### src/rtl/v_bus_pkg.sv
// Shared types and constants for the register-bank bus sequencer.
// Holds the sequencer state encoding, R_W polarity and default sizes.
package v_bus_pkg;

    typedef enum logic [1:0] {
        IDLE  = 2'd0,
        READ  = 2'd1,
        WRITE = 2'd2,
        FIN   = 2'd3
    } state_t;

    // Register bank R_W polarity: high holds, low loads at the next edge.
    localparam logic RW_HOLD = 1'b1;
    localparam logic RW_LOAD = 1'b0;

    localparam int DEF_W    = 16;
    localparam int DEF_NREG = 8;

    // True when a register index does not name an existing register.
    function automatic logic idx_bad(input int idx, input int n);
        return idx >= n;
    endfunction

endpackage

### src/rtl/v_onehot_dec.sv
// Index to one-hot decoder with enable; indices >= NREG decode to zero.
// Ports: en (enable), idx [AW-1:0] (index), onehot [NREG-1:0] (result).
module v_onehot_dec
    import v_bus_pkg::*;
#(
    parameter int AW   = 4,
    parameter int NREG = DEF_NREG
) (
    input  logic            en,
    input  logic [AW-1:0]   idx,
    output logic [NREG-1:0] onehot
);

    always_comb begin
        onehot = '0;
        for (int i = 0; i < NREG; i++) begin
            if (en && (idx == AW'(i))) begin
                onehot[i] = 1'b1;
            end
        end
    end

endmodule

### src/rtl/v_bus_xfer_ctrl.sv
// Bus-master sequencer moving data between bank registers or from an
// immediate into a register, one transfer per valid/ready handshake.
// Ports: CLK, CLR (sync, active-high); request side REQ_V/REQ_RDY,
// REQ_SRC, REQ_DST, REQ_IMM, REQ_DATA; bank side EA (one-hot read
// enable), R_W (low = load), BUS_IN (read bus), BUS_OUT (write bus);
// status DONE and ERR pulses, XDATA (last value written).
// Option: V_BUS_XFER_CTRL_B2B_EN also accepts requests in FIN so
// transfers can run back to back.
module v_bus_xfer_ctrl
    import v_bus_pkg::*;
#(
    parameter int NREG = DEF_NREG,
    parameter int W    = DEF_W,
    parameter int AW   = 4
) (
    input  logic            CLK,
    input  logic            CLR,
    input  logic            REQ_V,
    output logic            REQ_RDY,
    input  logic [AW-1:0]   REQ_SRC,
    input  logic [AW-1:0]   REQ_DST,
    input  logic            REQ_IMM,
    input  logic [W-1:0]    REQ_DATA,
    output logic [NREG-1:0] EA,
    output logic [NREG-1:0] R_W,
    input  logic [W-1:0]    BUS_IN,
    output logic [W-1:0]    BUS_OUT,
    output logic            DONE,
    output logic            ERR,
    output logic [W-1:0]    XDATA
);

    state_t          state;
    logic [AW-1:0]   src;
    logic [AW-1:0]   dst;
    logic [W-1:0]    lat;
    logic [W-1:0]    xdata_q;
    logic            done_q;
    logic            err_q;
    logic            accept;
    logic            req_bad;
    logic            can_take;
    logic [NREG-1:0] ld_sel;

    // States in which a new request may be taken.
`ifdef V_BUS_XFER_CTRL_B2B_EN
    assign can_take = (state == IDLE) || (state == FIN);
`else
    assign can_take = (state == IDLE);
`endif

    // CLR gates ready directly so nothing is accepted on a reset edge.
    assign REQ_RDY = !CLR && can_take;
    assign accept  = REQ_V && REQ_RDY;

    // Source range only matters when the bus is actually read.
    assign req_bad = idx_bad(int'(REQ_DST), NREG) ||
                     (!REQ_IMM && idx_bad(int'(REQ_SRC), NREG));

    always_ff @(posedge CLK) begin
        if (CLR) begin
            state   <= IDLE;
            src     <= '0;
            dst     <= '0;
            lat     <= '0;
            xdata_q <= '0;
            done_q  <= 1'b0;
            err_q   <= 1'b0;
        end else begin
            done_q <= 1'b0;
            err_q  <= 1'b0;
            if (accept) begin
                // An accept in FIN overrides the return to IDLE.
                src <= REQ_SRC;
                dst <= REQ_DST;
                if (req_bad) begin
                    err_q <= 1'b1;
                    state <= FIN;
                end else if (REQ_IMM) begin
                    lat   <= REQ_DATA;
                    state <= WRITE;
                end else begin
                    state <= READ;
                end
            end else begin
                unique case (state)
                    IDLE: begin
                        state <= IDLE;
                    end
                    READ: begin
                        lat   <= BUS_IN;
                        state <= WRITE;
                    end
                    WRITE: begin
                        xdata_q <= lat;
                        done_q  <= 1'b1;
                        state   <= FIN;
                    end
                    FIN: begin
                        state <= IDLE;
                    end
                endcase
            end
        end
    end

    // Bank strobes decode from registered state and indices only.
    v_onehot_dec #(
        .AW   (AW),
        .NREG (NREG)
    ) u_ea_dec (
        .en     (state == READ),
        .idx    (src),
        .onehot (EA)
    );

    v_onehot_dec #(
        .AW   (AW),
        .NREG (NREG)
    ) u_rw_dec (
        .en     (state == WRITE),
        .idx    (dst),
        .onehot (ld_sel)
    );

    always_comb begin
        R_W = '0;
        for (int i = 0; i < NREG; i++) begin
            R_W[i] = ld_sel[i] ? RW_LOAD : RW_HOLD;
        end
    end

    // The latch stays on the write bus so FIN still shows the value.
    assign BUS_OUT = lat;
    assign XDATA   = xdata_q;
    assign DONE    = done_q;
    assign ERR     = err_q;

    a_ea_onehot : assert property (
        @(posedge CLK) disable iff (CLR) $onehot0(EA));
    a_rw_onehot : assert property (
        @(posedge CLK) disable iff (CLR) $onehot0(~R_W));
    a_no_overlap : assert property (
        @(posedge CLK) disable iff (CLR) !((|EA) && !(&R_W)));
    a_pulse_excl : assert property (
        @(posedge CLK) disable iff (CLR) !(DONE && ERR));

endmodule
### config.mk
export PLATFORM = sky130hd
export DESIGN_NAME = v_bus_xfer_ctrl
export DESIGN_NICKNAME = d
export VERILOG_FILES = /design/src/rtl/v_bus_pkg.sv /design/src/rtl/v_onehot_dec.sv /design/src/rtl/v_bus_xfer_ctrl.sv
export SDC_FILE = /design/constraint.sdc
export NUM_CORES = 1
export LEC_CHECK = 0
export CELL_PAD_IN_SITES_DETAIL_PLACEMENT = 0
export CELL_PAD_IN_SITES_GLOBAL_PLACEMENT = 1
export CORE_MARGIN = 2
export CORE_UTILIZATION = 29
export DETAILED_ROUTE_END_ITERATION = 10
export GPL_TIMING_DRIVEN = 0
export PLACE_DENSITY_LB_ADDON = 0.1
export SYNTH_ARGS = -nofsm -noshare
export SYNTH_HDL_FRONTEND = slang
export SYNTH_SLANG_ARGS = --single-unit
### constraint.sdc
create_clock -name CLK -period 1.9 [get_ports CLK]
set_input_delay 0.38 -clock CLK [delete_from_list [all_inputs] [get_ports CLK]]
set_output_delay 0.38 -clock CLK [all_outputs]
set_load 0.01 [all_outputs]
==> results of run 1 <==
timing repair:
action / 4_1_cts / 5_1_grt
resized for setup: 43 / 31
pin swaps: 2 / 0
setup buffers: 3 / 3
setup endpoints to repair: 38 / 36
worst min-delay path by stage:
stage                                      from                      end  slack [ns]  cells after the start
after CTS                                   CLR  BUS_OUT[1]$_SDFFE_PP0P_        0.31                      2
after global routing                        CLR  BUS_OUT[1]$_SDFFE_PP0P_        0.32                      2
after global placement    XDATA[0]$_SDFFE_PP0P_    XDATA[0]$_SDFFE_PP0P_        0.48                      2
after floorplan             dst[2]$_SDFFE_PP0P_      dst[2]$_SDFFE_PP0P_        0.46                      2
final                                       CLR  BUS_OUT[2]$_SDFFE_PP0P_        0.32                      2
after detailed placement    dst[2]$_SDFFE_PP0P_      dst[2]$_SDFFE_PP0P_        0.48                      2
worst reg2reg max path: stages, from the launching register on:
cell	delay (ns)
sky130_fd_sc_hd__dfxtp_2	0.37
sky130_fd_sc_hd__inv_2	0.07
sky130_fd_sc_hd__ha_4	0.17
sky130_fd_sc_hd__and3b_1	0.18
sky130_fd_sc_hd__buf_6	0.13
sky130_fd_sc_hd__mux2_4	0.36
sky130_fd_sc_hd__buf_12	0.18
sky130_fd_sc_hd__a2111oi_2	0.34
where the power goes:
part	switching, mW	internal [mW]	total [mW]
registers	0.129	1.08	1.21
logic	0.574	0.663	1.24
clock network	0.345	0.431	0.775
layout make-up:
type	count	area, sq um
Timing Repair Buffer	99	940
Multi-Input combinational cell	148	1130
Clock buffer	6	82.6
Inverter	20	82.6
Sequential cell	44	886
Fill cell	662	3410
Buffer	13	83.8
Tap cell	80	100
Clock inverter	2	38.8
registers in the layout, indices dropped and copies added, names as in the netlist:
name / flops
dst: 4
state: 2
src: 4
DONE: 1
BUS_OUT: 16
ERR: 1
XDATA: 16
cells in the final DEF (no fill, tap or decap), drive strengths merged:
cell type	n
clkdlybuf4s50	76
nand2b	2
nand2	23
nand3b	11
mux2	1
inv	19
nor3b	2
dlygate4sd2	8
o21ai	1
nor2b	3
dfxtp	44
nor4	1
dlygate4sd1	1
bufinv	1
a2111oi	16
or3	1
clkinv	2
mux2i	16
clkbuf	18
buf	12
nor3	38
and3b	2
ha	4
a21oi	1
nor2	23
nand3	3
clkdlybuf4s15	3
cells by family (layout without fill, tap and decap cells):
logic type	count (synthesis)	in the layout	share of synthesized area
fa+ha+maj	4	4	0.0249
simple gates	109	109	0.267
compound gates	18	18	0.106
mux	17	17	0.0871
flops	44	44	0.438
buf+inv	36	140	0.0772
layer usage:
layer / track usage / share of wire / up-vias
met1: 0.199 / 0.44 / 908
met3: 0.0408 / 0.054 / 4
met4: 0.0462 / 0.0081 / 0
li1: - / - / 999
met2: 0.256 / 0.49 / 48
met5: 0 / 0 / -
through the flow:
stage | worst slack (ns) | util | hold slack [ns] | cell area [sq um]
floorplan | 0.120 | - | 0.459 | 2010
global placement | -0.519 | 0.450 | 0.475 | 3040
detailed placement | -0.507 | 0.450 | 0.483 | 3040
CTS | -0.0462 | 0.475 | 0.312 | 3210
global route | -0.0753 | 0.496 | 0.324 | 3350
finish | -0.00516 | 0.496 | 0.324 | 3350
==> metrics.md, run 1 <==
| Metric | Value |
|---|---|
| Outcome | `finished, violations left` |
| Violations in the final reports | `negative setup slack` |
| Hold Path Class | `input pin to flop` |
| Final Instance Count excl. Fillers | `412` |
| Number of buffers inserted by port buffering | `93` |
| Buffer and inverter count on the worst path | `3` |
| Path length in cells of the critical path | `6` |
| Row count | `30` |
| I/O pin count | `95` |
| H-tree depth | `2` |
| Max-cap check violation count | `0` |
| Wirelength, routed | `6.07 mm` |
| Ordered list of cells on the worst path | `inv_4, ha_4, clkinv_4, or3_4, nor3_2, buf_2` |
| Die Area | `0.00762 sq mm` |
| Worst Max-Slew Pin Slew | `approximately 1 ns` |
| Share of cells above drive strength 1 | `0.160` |
| Main flop type after synthesis | `sky130_fd_sc_hd__dfxtp_1` |
| Number of clock sinks | `44` |
| Global route total overflow | `0` |
| Number of global-route vias before repair | `between 1500 and 2000` |
| Worst setup endpoint | `EA[0]` |
| Clock Tree Buf Depth | `2` |
| # placed instances | `401` |
| Area added between synthesis and finish | `66.5%` |
| Delay of the slowest critical-path stage | `0.37 ns` |
| Reg-to-reg critical path startpoint | `state[0]$_SDFF_PP0_` |
| Synthesized cell area | `0.00201 sq mm` |
| Startpoint-to-endpoint class of the critical path | `flop to output pin` |
| Cells after Synth | `228` |
| Count of hold buffers inserted by post-cts repair | `0` |
| Relative slew slack | `0.317` |
| Cell types occupying the most area after synthesis | `sky130_fd_sc_hd__dfxtp_1, sky130_fd_sc_hd__nor3_1, sky130_fd_sc_hd__mux2i_1` |
| Sequential share of the synthesized area | `0.438` |
| Placed wire-length estimate | `4.24 mm` |
| CP Launch Type | `flop` |
| Arrival time of the worst setup path | `1.53 ns` |
| Clock tree from TritonCTS | `built` |
| Largest delay share family, worst path | `simple AND/OR/NAND/NOR gates` |
| Clock latency of the later-clocked register in the worst-skew pair | `0.30 ns` |
| Clock buffer count from CTS | `5` |
| Avg Cell Area, Syn | `8.82 sq um` |
| Post-synthesis async set-or-reset flop share | `0` |
| Number of distinct library cells after synthesis | `25` |
| Chip height | `87.3 um` |
| Number of nets with antenna violations after routing | `0` |
| Global routing usage summed across all routing layers | `0.155` |
| Area of the placeable core | `0.00676 sq mm` |
| Worst EP required | `1.52 ns` |
| Peak VDD IR | `0.386 mV` |
| Cell accounting for the most synthesized area | `sky130_fd_sc_hd__dfxtp_1` |
| Register bit total from synthesis | `44` |
| Most repeated cell in the gate-level netlist after synthesis | `sky130_fd_sc_hd__dfxtp_1` |
| Starting DRC count in detailed routing | `40` |
| DR DRC count | `0` |
| Hold Violations, Final | `0` |
| Final Max Slew Viols | `0` |
| Initial antenna violation count | `0` |
| Maximum fanout along the worst path | `4` |
| Ratio of total power to cell area | `961 mW/mm^2` |
| Setup repair after global routing missed its margin | `yes` |
| Startpoint of the worst setup timing path | `state[1]$_SDFF_PP0_` |
| Largest net degree at the start of global routing | `15` |
| R2R Path End | `BUS_OUT[7]$_SDFFE_PP0P_` |
| Weighted congestion at the end of routability-driven global placement | `~0.72` |
| Register-to-register path setup slack | `0.02 ns` |
| First-pass GRT wire length | `9.14 mm` |
| Total negative slack for setup checks | `-0.00516 ns` |
| Vias per cell | `4.75` |
| List of most frequent post-synthesis cells | `sky130_fd_sc_hd__dfxtp_1, sky130_fd_sc_hd__nor3_1, sky130_fd_sc_hd__nand2_1, sky130_fd_sc_hd__nor2_1, sky130_fd_sc_hd__inv_1` |
| Clock Tree Root | `sky130_fd_sc_hd__clkbuf_8` |
| Starting utilization of the core area | `0.298` |
| Master of the slowest instance on the critical path | `sky130_fd_sc_hd__dfxtp_4` |
| Final cycle utilization of the critical path | `1.00` |
| Number of enable-type register cells in the synthesized netlist | `0` |
| CP Capture Type | `output pin` |
| Detail-routed net length per standard cell | `14.7 um` |
| Depth of the worst register-to-register path | `7` |
| Synth top area share | `0.438` |
| Worst clock skew on the final layout | `just under 0.01 ns` |
| Final critical-path required period | `1.91 ns` |
| Total of warnings raised by yosys | `0` |
| ANT cells | `0` |
| Final Net Count | `379` |
| Syn_nets | `276` |
| Setup Viol. Count Final | `1` |
| Leakage component of the power | `1.21 nW` |
| Clock-pin slew reported for the worst setup and hold paths after clock tree synthesis | `0.08 ns` |
| Horizontal extent of the die | `between 80 and 90 um` |
| Via total after detailed routing | `slightly below 2000` |
| Peak Freq | `0.525 GHz` |
| Min setup slack post-route | `-0.00516 ns` |
| Number of iterations in the first detailed-routing pass | `4` |
| Sum of internal, switching and leakage power | `3.22 mW` |
(Power assumes the default switching activity.)
==> run 2: changes to the inputs <==
Settings changed: CORE_UTILIZATION 29 to 44, DONT_BUFFER_PORTS set to 1, REMOVE_ABC_BUFFERS set to 1.
==> run 2 against run 1 <==
  * The flow now finishes without violations
  * Clock-buffer cell count did not move
  * Combinational power fell by 38%
  * Die area decreased by 33%
  * Hold slack got worse by 0.18 ns
  * Setup slack better by 0.057 ns
  * Final area decreased by 32%
  * Non-clock buffer count fell by 105
  * Final cell count shrank 32%
  * Largest cell class unchanged
  * Critical endpoint is now BUS_OUT[3]$_SDFFE_PP0P_
  * Via count decreased by 16%
  * Clock power is 29% lower
  * Sequential share of layout area increased by 12 points
  * Critical path type is now flop to flop
  * Total power down 20%
==> metrics.md, run 2 (synthesis gave the netlist of run 1 again) <==
| Metric | Value |
|---|---|
| Leakage component of the power | `approximately 0.78 nW` |
| Final Net Count | `277` |
| Net Sw Power | `0.916 mW` |
| Peak Freq | `0.541 GHz` |
| Vias per cell | `5.87` |
| Via total after detailed routing | `1649` |
| Largest net degree at the start of global routing | `49` |
| Global route total overflow | `0` |
| Clock tree from TritonCTS | `built` |
| Final cycle utilization of the critical path | `0.972` |
| Register-to-register path setup slack | `between 0.05 and 0.06 ns` |
| Hold slack | `0.149 ns` |
| Startpoint-to-endpoint class of the critical path | `flop to flop` |
| Area of the multi-input gates | `0.00111 sq mm` |
| Final Max Slew Viols | `0` |
| Count of hold buffers inserted by post-cts repair | `0` |
| Clock Tree Buf Depth | `2` |
| Arrival time of the worst setup path | `2.03 ns` |
| Row count | `24` |
| Filler Cell Count | `413` |
| DR DRC count | `0` |
| Worst Max-Slew Pin Slew | `1.05 ns` |
| Fin area | `0.00227 sq mm` |
| Number of global-route vias before repair | `between 1500 and 2000` |
| Ratio of total power to cell area | `1140 mW/mm^2` |
| Cell area reported after detailed placement | `0.00200 sq mm` |
| Setup repair after global routing missed its margin | `yes` |
| Starting utilization of the core area | `0.459` |
| First-pass GRT wire length | `8.04 mm` |
| Final core utilization | `0.519` |
| Switching power as a share of total power | `0.355` |
| H-tree depth | `2` |
| Cell internal pwr | `approximately 1.7 mW` |
| Number of iterations in the first detailed-routing pass | `4` |
| Pre-CTS setup slack | `-0.707 ns` |
| Clock-pin slew reported for the worst setup and hold paths after clock tree synthesis | `about 0.080 ns` |
| Peak VDD IR | `0.478 mV` |
| Final critical-path required period | `1.85 ns` |
| Wirelength, routed | `5.32 mm` |
| Register cell area after layout | `881 sq um` |
| Initial antenna violation count | `0` |
| Hold Violations, Final | `0` |
| Maximum fanout along the worst path | `8` |
| Clk pwr share | `0.214` |
| Clock latency of the later-clocked register in the worst-skew pair | `0.29 ns` |
| Die Area | `0.00513 sq mm` |
| Horizontal extent of the die | `71.6 um` |
| Power share of the sequential group | `0.487` |
| Placed wire-length estimate | `3.16 mm` |
| Area added between synthesis and finish | `13.1%` |
| Starting DRC count in detailed routing | `127` |
| Detail-routed net length per standard cell | `18.9 um` |
| Min setup slack post-route | `0.0523 ns` |
| Most common library cell in the layout ignoring fill and taps | `sky130_fd_sc_hd__dfxtp_1` |
| Hold Path Class | `input pin to flop` |
| Outcome | `finished clean` |
| Share of cells above drive strength 1 | `0.170` |
| Area of the placeable core | `around 0.0044 sq mm` |
| ANT cells | `0` |
| Max-cap check violation count | `0` |
| Number of buffers inserted by port buffering | `0` |
| Number of nets with antenna violations after routing | `0` |
| Commonest cells after routing, fill and taps aside | `sky130_fd_sc_hd__dfxtp_1, sky130_fd_sc_hd__nor3_1, sky130_fd_sc_hd__nand2_1` |
| Weighted congestion at the end of routability-driven global placement | `roughly 0.70` |
| Setup Viol. Count Final | `0` |
| Number of clock sinks | `44` |
| Worst clock skew on the final layout | `0.00438 ns` |
| Relative slew slack | `0.299` |
| Part of the total power dissipated in combinational logic | `0.299` |
| Global routing usage summed across all routing layers | `0.203` |
| Chip height | `about 70 um` |
| Clock buffer count from CTS | `5` |
| CP Capture Type | `flop` |
| CP Launch Type | `flop` |
| Worst EP required | `2.08 ns` |
| Clock Tree Root | `sky130_fd_sc_hd__clkbuf_8` |
| I/O pin count | `between 90 and 100` |
run 2: changes by cell type in the layout (fill, tap and decap cells not counted), sizes merged:
cell           change
clkbuf            -12
and3b              +1
clkdlybuf4s15      -3
buf                -5
mux2               +1
dlygate4sd1        -1
nand3b             +1
dlygate4sd2        -8
bufinv             -1
clkdlybuf4s50     -76
run 2: through the flow:
| stage | std cells | power [mW] | setup TNS [ns] |
|---|---|---|---|
| floorplan | 212 | 1.73 | -2.29 |
| global placement | 264 | 1.86 | -9.64 |
| detailed placement | 264 | 1.89 | -12.22 |
| CTS | 279 | 2.55 | 0 |
| global route | 281 | 2.73 | -0.286 |
| finish | 281 | 2.58 | 0 |
run 2: per-layer routing:
metal | up-vias | global-route usage | wire [um]
li1 | 792 | - | -
met1 | 777 | 0.255 | 2270
met2 | 71 | 0.326 | 2510
met3 | 9 | 0.0563 | 446
met4 | 0 | 0.0860 | 95
met5 | - | 0 | 0
run 2: worst paths after layout:
check / start / to / cells past startpoint
worst max-delay path: state[0]$_SDFF_PP0_ / BUS_OUT[3]$_SDFFE_PP0P_ / 5
worst min-delay path: CLR / BUS_OUT[13]$_SDFFE_PP0P_ / 1
worst max register to register: state[0]$_SDFF_PP0_ / BUS_OUT[3]$_SDFFE_PP0P_ / 5
worst min register to register: dst[3]$_SDFFE_PP0P_ / dst[3]$_SDFFE_PP0P_ / 2
run 2: cell type report:
cell class,instances,share of cell area
multi-input combinational,151,0.486
clock inverter,1,0.00220
clock buffer,6,0.0319
sequential,44,0.387
inverter,20,0.0352
timing repair buffer,7,0.0286
tap,52,0.0286
run 2: power groups by stage:
stage                     clock network (mW)  logic, mW  registers, mW
final                                  0.553      0.773           1.26
after global placement                     0      0.596           1.26
after CTS                              0.574      0.715           1.26
after global routing                   0.607      0.845           1.28
after floorplan                            0      0.494           1.23
after detailed placement                   0      0.623           1.27
run 2: critical path, cell delays in order (launching register included):
cell and delay [ns]:
sky130_fd_sc_hd__dfxtp_1 0.34, sky130_fd_sc_hd__inv_1 0.13, sky130_fd_sc_hd__ha_2 0.23, sky130_fd_sc_hd__and3b_4 0.24, sky130_fd_sc_hd__mux2_4 0.39, sky130_fd_sc_hd__a2111oi_0 0.40
run 2: what timing repair did:
action                     in CTS  in global routing
buffers inserted                5                  2
gates resized for setup        13                 13
setup endpoints to repair      29                 26
pin swaps                       3                  2
gates cloned                    3                  0
hold endpoints to repair        0                  0
